File: config.mk
export PLATFORM = sky130hd
export DESIGN_NAME = skullfet_freq_meter
export DESIGN_NICKNAME = d
export VERILOG_FILES = /design/src/rtl/skullfet_pkg.sv /design/src/rtl/skullfet_sync.sv /design/src/rtl/skullfet_freq_meter.sv
export SDC_FILE = /design/constraint.sdc
export NUM_CORES = 1
export LEC_CHECK = 0
export ABC_AREA = 1
export BUFFER_PORTS_ARGS = -buffer_cell sky130_fd_sc_hd__buf_2
export CAP_MARGIN = 20
export CORE_AREA = 2 2 125 127
export DETAILED_ROUTE_END_ITERATION = 7
export DIE_AREA = 0 0 127 129
export PLACE_DENSITY_LB_ADDON = 0.25
export RECOVER_POWER = 50
export SETUP_SLACK_MARGIN = 0.1
export SLEW_MARGIN = 25
export SYNTH_ARGS = -nofsm -noshare
export SYNTH_HDL_FRONTEND = slang
export SYNTH_HIERARCHICAL = 1
export SYNTH_SLANG_ARGS = --single-unit
File: constraint.sdc
create_clock -name wb_clk_i -period 9.2 [get_ports wb_clk_i]
set_input_delay 1.84 -clock wb_clk_i [delete_from_list [all_inputs] [get_ports wb_clk_i]]
set_output_delay 1.84 -clock wb_clk_i [all_outputs]
set_load 0.02 [all_outputs]
File: src/rtl/skullfet_pkg.sv
// skullfet_pkg: shared FSM state type, register word offsets and CTRL bit positions
// for skullfet_freq_meter.
package skullfet_pkg;

    typedef enum logic [1:0] {
        ST_IDLE  = 2'd0,
        ST_COUNT = 2'd1,
        ST_DONE  = 2'd2
    } state_t;

    localparam logic [1:0] REG_CTRL   = 2'd0;
    localparam logic [1:0] REG_GATE   = 2'd1;
    localparam logic [1:0] REG_RESULT = 2'd2;
    localparam logic [1:0] REG_LEVEL  = 2'd3;

    localparam int CTRL_START = 0;
    localparam int CTRL_BUSY  = 1;
    localparam int CTRL_DONE  = 2;
    localparam int CTRL_OVF   = 3;

endpackage

File: src/rtl/skullfet_sync.sv
// skullfet_sync: input synchronizer and rising-edge detector; defining
// SKULLFET_FMETER_GLITCH_FILTER_EN inserts a 3-sample majority filter before edge detection.
module skullfet_sync #(
    parameter int SYNC_STAGES = 2
) (
    input  logic i_clk,
    input  logic i_rst,
    input  logic i_sig,
    output logic o_level,
    output logic o_rise
);

    logic [SYNC_STAGES-1:0] r_sync;
    logic                   r_prev;
    logic                   w_lvl;

    always_ff @(posedge i_clk or posedge i_rst) begin
        if (i_rst) r_sync <= '0;
        else       r_sync <= {r_sync[SYNC_STAGES-2:0], i_sig};
    end

`ifdef SKULLFET_FMETER_GLITCH_FILTER_EN
    logic [1:0] r_hist;
    logic       r_maj;
    logic       w_s;

    assign w_s = r_sync[SYNC_STAGES-1];

    // Majority of the current and two previous samples; a lone 1-cycle pulse never wins.
    always_ff @(posedge i_clk or posedge i_rst) begin
        if (i_rst) begin
            r_hist <= '0;
            r_maj  <= 1'b0;
        end else begin
            r_hist <= {r_hist[0], w_s};
            r_maj  <= (w_s & r_hist[0]) | (w_s & r_hist[1]) | (r_hist[0] & r_hist[1]);
        end
    end

    assign w_lvl = r_maj;
`else
    assign w_lvl = r_sync[SYNC_STAGES-1];
`endif

    always_ff @(posedge i_clk or posedge i_rst) begin
        if (i_rst) r_prev <= 1'b0;
        else       r_prev <= w_lvl;
    end

    assign o_level = w_lvl;
    assign o_rise  = w_lvl & ~r_prev;

endmodule

File: src/rtl/skullfet_freq_meter.sv
// skullfet_freq_meter: Wishbone-mapped gated rising-edge counter for the skullfet_inverter pad.
// Define SKULLFET_FMETER_GLITCH_FILTER_EN to enable the majority glitch filter in skullfet_sync.
module skullfet_freq_meter
    import skullfet_pkg::*;
#(
    parameter int CNT_W       = 24,
    parameter int SYNC_STAGES = 2
) (
    input  logic        wb_clk_i,
    input  logic        wb_rst_i,
    input  logic        sig_in,
    input  logic        wbs_stb_i,
    input  logic        wbs_cyc_i,
    input  logic        wbs_we_i,
    input  logic [3:0]  wbs_sel_i,
    input  logic [31:0] wbs_adr_i,
    input  logic [31:0] wbs_dat_i,
    output logic        wbs_ack_o,
    output logic [31:0] wbs_dat_o,
    output logic        irq_o
);

    state_t             r_state;
    logic [31:0]        r_gate;
    logic [31:0]        r_gate_cnt;
    logic [CNT_W-1:0]   r_edges;
    logic [CNT_W-1:0]   r_result;
    logic               r_ovf;
    logic               r_irq;
    logic               r_ack;
    logic               r_hold;
    logic [31:0]        r_dat;

    logic               w_level;
    logic               w_rise;
    logic               w_req;
    logic               w_wr;
    logic [1:0]         w_reg;
    logic               w_ctrl_wr;
    logic               w_start;
    logic               w_clr_done;
    logic               w_clr_ovf;
    logic               w_max;
    logic [CNT_W-1:0]   w_next;
    logic [31:0]        w_mask;
    logic [31:0]        w_rdata;
    logic               w_unused;

    skullfet_sync #(.SYNC_STAGES(SYNC_STAGES)) u_sync (
        .i_clk   (wb_clk_i),
        .i_rst   (wb_rst_i),
        .i_sig   (sig_in),
        .o_level (w_level),
        .o_rise  (w_rise)
    );

    // r_hold blocks a second request until the master drops stb.
    assign w_req      = wbs_stb_i & wbs_cyc_i & ~r_hold;
    assign w_wr       = w_req & wbs_we_i;
    assign w_reg      = wbs_adr_i[3:2];
    assign w_ctrl_wr  = w_wr & (w_reg == REG_CTRL) & wbs_sel_i[0];
    assign w_start    = w_ctrl_wr & wbs_dat_i[CTRL_START] & (r_state != ST_COUNT);
    assign w_clr_done = w_ctrl_wr & wbs_dat_i[CTRL_DONE];
    assign w_clr_ovf  = w_ctrl_wr & wbs_dat_i[CTRL_OVF];
    assign w_max      = &r_edges;
    assign w_next     = r_edges + CNT_W'(w_rise & ~w_max);
    assign w_mask     = {{8{wbs_sel_i[3]}}, {8{wbs_sel_i[2]}}, {8{wbs_sel_i[1]}}, {8{wbs_sel_i[0]}}};
    assign w_unused   = ^{wbs_adr_i[31:4], wbs_adr_i[1:0]};

    assign w_rdata = (w_reg == REG_CTRL)   ? {28'd0, r_ovf, r_state == ST_DONE, r_state == ST_COUNT, 1'b0} :
                     (w_reg == REG_GATE)   ? r_gate :
                     (w_reg == REG_RESULT) ? 32'(r_result) :
                                             {31'd0, w_level};

    always_ff @(posedge wb_clk_i or posedge wb_rst_i) begin
        if (wb_rst_i) begin
            r_ack  <= 1'b0;
            r_hold <= 1'b0;
            r_dat  <= '0;
        end else begin
            r_ack  <= w_req;
            r_hold <= w_req | (r_hold & wbs_stb_i);
            r_dat  <= (w_req & ~wbs_we_i) ? w_rdata : '0;
        end
    end

    always_ff @(posedge wb_clk_i or posedge wb_rst_i) begin
        if (wb_rst_i)                          r_gate <= '0;
        else if (w_wr && w_reg == REG_GATE)    r_gate <= (wbs_dat_i & w_mask) | (r_gate & ~w_mask);
    end

    always_ff @(posedge wb_clk_i or posedge wb_rst_i) begin
        if (wb_rst_i) begin
            r_state    <= ST_IDLE;
            r_gate_cnt <= '0;
            r_edges    <= '0;
            r_result   <= '0;
            r_ovf      <= 1'b0;
            r_irq      <= 1'b0;
        end else begin
            r_irq <= 1'b0;
            if (w_clr_ovf) r_ovf <= 1'b0;
            if (w_start) begin
                r_edges    <= '0;
                r_gate_cnt <= r_gate;
                r_state    <= (r_gate == '0) ? ST_DONE : ST_COUNT;
                if (r_gate == '0) begin
                    r_result <= '0;
                    r_irq    <= 1'b1;
                end
            end else if (r_state == ST_COUNT) begin
                // The edge seen on the final gate cycle still lands in RESULT via w_next.
                r_edges    <= w_next;
                r_gate_cnt <= r_gate_cnt - 32'd1;
                if (w_rise && w_max) r_ovf <= 1'b1;
                if (r_gate_cnt == 32'd1) begin
                    r_state  <= ST_DONE;
                    r_result <= w_next;
                    r_irq    <= 1'b1;
                end
            end else if (r_state == ST_DONE && w_clr_done) begin
                r_state <= ST_IDLE;
            end
        end
    end

    assign wbs_ack_o = r_ack;
    assign wbs_dat_o = r_dat;
    assign irq_o     = r_irq;

endmodule

* Word-level counts from Yosys, hierarchy flattened
Cells that the tools add are included.
** Storage, ports and cells
- Flip-flop bits (word level) :: 153
- Bits of input ports :: 74
- Output and inout port bits :: 34
- Logic and storage cells :: 80
** Cells by class
- Add/subtract/negate cells :: 2
- Equality and inequality tests :: 8
- Muxes and demuxes :: 25
- Bitwise logic cells :: 22
- Reductions and logical operators :: 11
** Operators by type and width (count)
- two-way mux 24 bit :: 7
- two-way mux 32 bit :: 5
- bitwise AND 32 bit :: 2
- == test 32 x 1 -> 1 bit, second input constant :: 1
- zero test 32 bit :: 1
- NOT 32 bit :: 1
- bitwise OR 32 bit :: 1
- subtractor 32 x 1 -> 32 bit, second input constant :: 1
- adder 24 bit :: 1
- bitwise AND 1 x 24 -> 24 bit :: 1
- NOT 1 -> 24 bit :: 1
- AND reduction 24 bit :: 1
- bitwise AND 1 bit :: 12
- two-way mux 2 bit :: 5
- two-way mux 1 bit :: 8
- == test 2 x 1 -> 1 bit, second input constant :: 2
- == test 2 bit, second input constant :: 2
- != test 2 x 1 -> 1 bit, second input constant :: 2
- nonzero test 2 bit :: 2
- logical AND 1 bit :: 3
- != test 3 x 2 -> 1 bit, second input constant :: 1
- NOT 1 bit :: 3
- AND reduction 3 bit :: 1
- nonzero test 3 bit :: 1
- other kinds (3) :: 3

* Logic depth before layout (Yosys ltp)
Gate-level depths: netlist (run 1).
- Depth in word-level cells :: 10
- Gate-level depth with buffers :: 17
- Mapped depth without buffers :: 17

* Modules after synthesis
Netlist (run 1), hierarchy kept.
** By module, submodules not included
- skullfet_freq_meter :: instances 1, cells each 1100, area each 7986.4 sq um, sequential area each 3753.6 sq um
- skullfet_sync :: instances 1, cells each 6, area each 88.8 sq um, sequential area each 75.1 sq um

* Least setup slack after synthesis (run 1)
OpenSTA, ideal clock, no wires.
- Path type :: input port to flip-flop
- Start point :: in wbs_stb_i
- End point :: reg r_gate_cnt[12]
- Setup time :: 0.120 ns
- Data arrival time :: 2.763 ns
- Data required time :: 9.080 ns
- Setup slack :: 6.316 ns
- Cell stages on the path :: 8
- Buffers on the path :: 1
- Path through :: nand4_2 > nor2_4 > nand3_2 > nand2_2 > inv_2 > buf_2 > o21ai_1 > nand2_1
** Between the ends
- Word-level cells in the longest chain between the ends :: 8
- Elaborated cells on any way between the ends :: 9
- Those cells by class :: mux (1); bitwise (7); reduce/logical (1)
** Ends and longest elaborated chain
- start, declared :: RTL line skullfet_freq_meter.sv:12 : input logic wbs_stb_i,
- bitwise AND 1 bit (*) (2 in series) :: RTL line skullfet_freq_meter.sv:58 : assign w_req = wbs_stb_i & wbs_cyc_i & ~r_hold;
- bitwise AND 1 bit (*) :: RTL line skullfet_freq_meter.sv:59 : assign w_wr = w_req & wbs_we_i;
- bitwise AND 1 bit (*) (2 in series) :: RTL line skullfet_freq_meter.sv:61 : assign w_ctrl_wr = w_wr & (w_reg == REG_CTRL) & wbs_sel_i[0];
- bitwise AND 1 bit (*) (2 in series) :: RTL line skullfet_freq_meter.sv:62 : assign w_start = w_ctrl_wr & wbs_dat_i[CTRL_START] & (r_state != ST_COUNT);
- two-way mux 32 bit / nonzero test 2 bit (equally long branches)
- end signal, assigned :: RTL line skullfet_freq_meter.sv:105 : r_gate_cnt <= r_gate;
- end signal, assigned :: RTL line skullfet_freq_meter.sv:114 : r_gate_cnt <= r_gate_cnt - 32'd1;
- end, declared :: RTL line skullfet_freq_meter.sv:25 : logic [31:0] r_gate_cnt;
Mark *: on every way between the ends. The rest lies on a longest branch, timed or not.
A chain may end at the register's enable or synchronous reset.

* Final worst setup path (run 1)
- Start point :: in wbs_stb_i
- End point :: reg r_gate_cnt[15]
Same word-level chain as after synthesis.

==> run metrics, run 1 <==
Comb pwr share=0.255; # diodes=0; Net Sw Frac=0.3645; CTS sink cnt=about 150; hpwl dp=around 16,000 um; Synth top cells by count=334 x nand2_1, 171 x nor2_1, 153 x dfrtp_1, 128 x inv_1, 74 x nand3_1; Clk pwr share=0.326; Synth Register Bits=approximately 150; relative slew slack=-1.574; clk buf depth=2; Sw Pwr=roughly 0.80 mW; fin cells=roughly 1,400; Via Count=7,400; routability cong.=roughly 0.87; layout net count=roughly 1,200; max incr delay on CP=~0.76 ns; hold depth=0; FMAX=211.1 MHz; DRC=0; Die Span X=around 130 um; Final Util=0.6074; # hold bufs at CTS=0; Int Pwr=about 1.4 mW; Netlist cell types=36; Die Y-Extent=between 100 and 150 um; Detailed Routing Iterations Pass 1=6; Post-Syn Area=~0.008 mm2; Final Critical Period=~4.7 ns; Syn Area/Cell=7.301 um2; Crit. path cell count=8; TNS Setup=0 ns; CTS root buffer=clkbuf_16; Slowest cell on crit path=nand2_2; Reg power frac=0.419; Critical Path, Cell by Cell=clkbuf_1 > nand4_2 > nor2_1 > nand3_2 > nand2_2 > inv_2 > o21ai_0 > nand2_1; outcome=complete, but fails checks; VDD IR max=0.1828 mV; placed cells=about 1,300; clock-pin slew on the worst setup and hold paths=about 0.070 ns; WS Path Type=primary input to register; FP Rows=45; failing checks=max-capacitance violations, max-slew violations; largest net degree at the start of global routing=roughly 90; Hold WC Path Type=register to register; Reg2Reg Depth=8; Worst EP arrival=around 5 ns; I/O Buffers=between 70 and 80; Starting Density=0.5392; Synth top area share=0.4741; Die ar.=0.01638 mm2; Overflow after GRT=0; Syn Inst Count=approximately 1,100; element type at the critical path start=primary input; most numerous cell in the Yosys netlist=nand2_1; CP bufs+invs=2; clk_skew=approximately 0.011 ns; number of synthesized flops with an enable pin=0; TritonCTS Buffers=17; Seq/Total Area, Yosys=0.4741; H-tree depth=4; # resized after CTS=0; # setup viols final=0; Req. time, crit path=9.49 ns; CTS tree=done; post-synthesis net count=approximately 1,200; RSZ-0062 raised after global routing=no; leakage=~4.7 nW; Crit. End Element=register; layout cells sized above 1=0.08460; Worst path top cell family by delay=simple AND/OR/NAND/NOR gates; first-pass GRT wire length=about 37,000 um; initial DRC count=approximately 600; Power, Total=around 2.2 mW; vias in the first global route=just over 7,000; initial antenna violation count=0; share of flip-flops with an asynchronous set or reset=1.000; largest area contributor in the netlist=dfrtp_1; Core Box Area=approximately 0.015 mm2; WL/cell=around 17 um; Slew Limit Fails=between 80 and 90; final period utilization=0.5149; CP Max Fanout=46; Layout area overhead=12.66%; max_cap viols=1; Worst-Margin Slew=3.839 ns; io pins=108; GRT Total Usage=0.2914; number of vias per cell=~5.4; yosys warns=6; Synth area leaders=dfrtp_1 47%, nand2_1 16%, nor2_1 7.9%, inv_1 5.9%, nand3_1 4.6%; Routed Antenna Nets=0; Power Dens Cells=approximately 240 mW/mm2; final WL=22,790 um; post-CTS setup buffers=0; Fin. Hold Viols=0; ys flop type=dfrtp_1; Skew-Pair Late Insertion Delay=roughly 0.43 ns
-- metrics by stage --
step | hold WS, ns | worst slack, ns | cell area [um2]
detailed placement | 0.3355 | 4.566 | 8563
floorplan | 0.3312 | 3.324 | 8075
finish | 0.3521 | 4.463 | 9097
CTS | 0.3506 | 5.007 | 9159
global placement | 0.3331 | 4.663 | 8563
global route | 0.3588 | 3.860 | 9097
-- worst paths after layout --
kind / startpoint / to / slack, ns
worst max-delay path: wbs_stb_i / r_gate_cnt[15] / 4.46
worst min-delay path: u_sync/r_sync[0] / u_sync/r_sync[1] / 0.35
worst max register to register: r_hold / r_gate_cnt[15] / 5.61
worst min register to register: u_sync/r_sync[0] / u_sync/r_sync[1] / 0.35
max in group asynchronous: wb_rst_i / r_gate_cnt[15] / 4.59
min in group asynchronous: wb_rst_i / u_sync/r_prev / 1.27
-- power by group through the flow --
stage	sequential, mW	combinational (mW)	clock, mW
after floorplan	0.894	0.421	0
after global placement	0.926	0.540	0
after detailed placement	0.928	0.557	0
after CTS	0.920	0.563	0.725
after global routing	0.939	0.644	0.756
final	0.925	0.564	0.719
-- cells by family (layout without fill, tap and decap cells) --
logic type,count (synthesis),in the layout,share of synthesized area
AO/OA/AOI/OAI,134,134,0.08956
XOR/XNOR,20,20,0.02169
adder cells (fa/ha/maj),4,4,0.006198
buffers and inverters,169,245,0.08367
flip-flops,153,153,0.4741
multiplexers,7,7,0.009762
AND/OR/NAND/NOR,619,619,0.3150
-- cell usage in the layout, fill, tap and decap left out, drive strengths merged --
cell	netlist	final
o31ai	1	1
o21bai	1	1
and2	1	1
buf	22	46
xor2	17	17
xnor2	3	3
a22o	4	4
nor4	1	1
ha	4	4
dfrtp	153	153
a21oi	32	32
a221oi	1	1
nand3b	1	1
a311oi	1	1
mux2	7	7
bufinv	0	3
clkbuf	14	54
inv	132	136
clkinv	1	3
clkinvlp	0	3
nand2	338	338
o21ai	82	82
nand4	10	10
nand3	75	75
o22ai	4	4
o211ai	8	8
nor3	15	15
nor2	178	178
-- final cells by class --
class | count | area, um2
Clock buffer | 18 | 429.2
Clock inverter | 12 | 166.4
Fill cell | 1357 | 5879
Inverter | 133 | 501.7
Multi-Input combinational cell | 784 | 3563
Sequential cell | 153 | 3829
Tap cell | 188 | 235.2
Timing Repair Buffer | 82 | 372.9
-- routing by layer --
metal	global-route usage	wire [um]	vias up
met5	0	0	-
met4	0.1293	841	0
met3	0.05114	1348	53
met2	0.4949	11310	260
met1	0.3686	9285	3478
li1	-	-	3609
No activity file was read; power rests on OpenSTA's default activity.
==> run 2, diff against run 1 <==
==> constraint.sdc (replaced) <==
create_clock -name wb_clk_i -period 4.4 [get_ports wb_clk_i]
set_input_delay 0.88 -clock wb_clk_i [delete_from_list [all_inputs] [get_ports wb_clk_i]]
set_output_delay 0.88 -clock wb_clk_i [all_outputs]
set_load 0.02 [all_outputs]
==> run 2 against run 1 <==
The run still ends with max-capacitance violations, max-slew violations left. Via count up 2.0%. Routed wire length up 0.93%. Critical path depth down 5. Sequential share of layout area down 0.38 points. Utilization up 0.55 points. Design area up 0.91%. Worst setup slack worse by 3.0 ns. Clock skew down 0.0029 ns. Critical path type is now primary input to asynchronous set/reset pin. Critical endpoint is now wbs_dat_o[2]. Largest power group unchanged.
==> run metrics, run 2 (synthesis results as in run 1) <==
Skew-Pair Late Insertion Delay=about 0.43 ns; relative slew slack=-0.3073; WL/cell=around 17 um; GRT met2 Usage=0.4734; Final Critical Period=2.949 ns; Die Span X=127 um; Overflow after GRT=0; failing checks=max-capacitance violations, max-slew violations; clk_skew=about 0.0077 ns; initial DRC count=between 600 and 700; TNS Setup=0 ns; Routed Antenna Nets=0; placed cell area=between 0.008 and 0.009 mm2; met3 GRT Util=0.06403; Power Dens Cells=approximately 500 mW/mm2; commonest non-fill, non-tap cell in the layout=nand2_1; clock-pin slew on the worst setup and hold paths=0.06 ns; Worst R2R Setup Slack=approximately 1.8 ns; Starting Density=0.5392; post-CTS setup buffers=0; CP Launch Point=wb_rst_i; Worst-Margin Slew=~2 ns; initial antenna violation count=0; Die Y-Extent=~130 um; CTS tree=done; I/O Buffers=between 70 and 80; Fin. Hold Viols=0; Slew Limit Fails=112; # diodes=0; Crit. End Element=asynchronous set/reset pin; worst r2r dst=r_result[14]; FMAX=339.1 MHz; first-pass GRT wire length=~37,000 um; fin cells=~1,400; element type at the critical path start=primary input; Reg2Reg Depth=15; final WL=roughly 23,000 um; Die ar.=0.01638 mm2; met1 usage=0.3630; Detailed Routing Iterations Pass 1=6; Final Instance Area=roughly 0.009 mm2; Hold WC Path Type=primary input to asynchronous set/reset pin; setup slack after layout=~1.5 ns; io pins=108; Req. time, crit path=about 4.6 ns; Core Box Area=approximately 0.015 mm2; leakage=between 4 and 5 nW; WS Path Type=primary input to asynchronous set/reset pin; CTS root buffer=clkbuf_16; final period utilization=0.6703; number of vias per cell=~5.5; placed cells=1,348; TritonCTS Buffers=17; layer with the highest usage=met2; # resized after CTS=0; H-tree depth=4; Worst EP arrival=between 3 and 4 ns; FP Rows=45; # setup viols final=0; Fillers=approximately 1,300; clk buf depth=2; max_cap viols=2; outcome=complete, but fails checks; DRC=0; CP Max Fanout=just under 80; Layout area overhead=13.68%; largest net degree at the start of global routing=78; GRT Total Usage=0.2932; FF-to-FF Start=r_edges[16]; VDD IR max=0.3456 mV; CTS sink cnt=around 150; RSZ-0062 raised after global routing=no; # hold bufs at CTS=0; Via Count=roughly 7,600; commonest cells after routing, fill and taps aside=334 x nand2_1, 171 x nor2_1, 153 x dfrtp_1; layout cells sized above 1=0.1174; layout net count=between 1,000 and 1,500; routability cong.=0.9466; vias in the first global route=a little over 7,000; hpwl dp=approximately 16,000 um; Final Util=0.6129; DP Worst Slack=between 1.5 and 2 ns
==> run 2: changes by cell type in the layout (fill, tap and decap cells not counted) <==
cell	before	now
buf_2	43	72
buf_4	3	9
bufinv_16	3	1
clkbuf_1	37	8
clkbuf_2	0	1
clkbuf_8	0	2
clkinv_2	1	2
clkinv_4	2	1
clkinvlp_4	2	3
inv_6	5	7
nor2_1	172	171
nor2_4	1	2
==> run 2: metrics by stage <==
step                      total power, mW  hold slack, ns
after global placement              3.082          0.3357
final                               4.569          0.3082
after detailed placement            3.117          0.3530
after CTS                           4.572          0.3252
after global routing                4.853          0.2932
after floorplan                     2.750          0.3312
==> run 2: critical path, cell delays in order <==
cell        delay [ns]
clkbuf_1          0.09
clkinvlp_2        0.55
clkbuf_2          1.53
==> run 2: worst max path at each step <==
stage,to,slack [ns],cells past startpoint
after floorplan,asynchronous set/reset pin,1.63,1
after global placement,r_gate_cnt[15],1.64,8
after detailed placement,r_gate_cnt[15],1.60,8
after CTS,r_result[14],1.81,15
after global routing,r_gate_cnt[1],0.94,3
final,wbs_dat_o[2],1.45,3
==> run 2: routing by layer <==
metal,wire [um],share of wire
met1,9325,0.41
met2,11150,0.48
met3,1435,0.062
met4,1084,0.047
met5,0,0
==> run 2: where the power goes <==
group / switching [mW] / leakage (nW) / total [mW] / internal (mW)
sequential: 0.274 / 1.87 / 1.94 / 1.66
clock: 0.631 / 0.278 / 1.45 / 0.821
combinational: 0.797 / 2.71 / 1.18 / 0.383
total: 1.70 / 4.86 / 4.57 / 2.87
==> run 2: area by class of cell <==
type / instances / area [um2] / share of cell area
Tap cell: 188 / 235.2 / 0.02562
Inverter: 133 / 501.7 / 0.05465
Timing Repair Buffer: 90 / 462.9 / 0.05043
Multi-Input combinational cell: 784 / 3571 / 0.3890
Sequential cell: 153 / 3829 / 0.4171
Clock inverter: 13 / 127.6 / 0.01390
Clock buffer: 19 / 452.9 / 0.04934
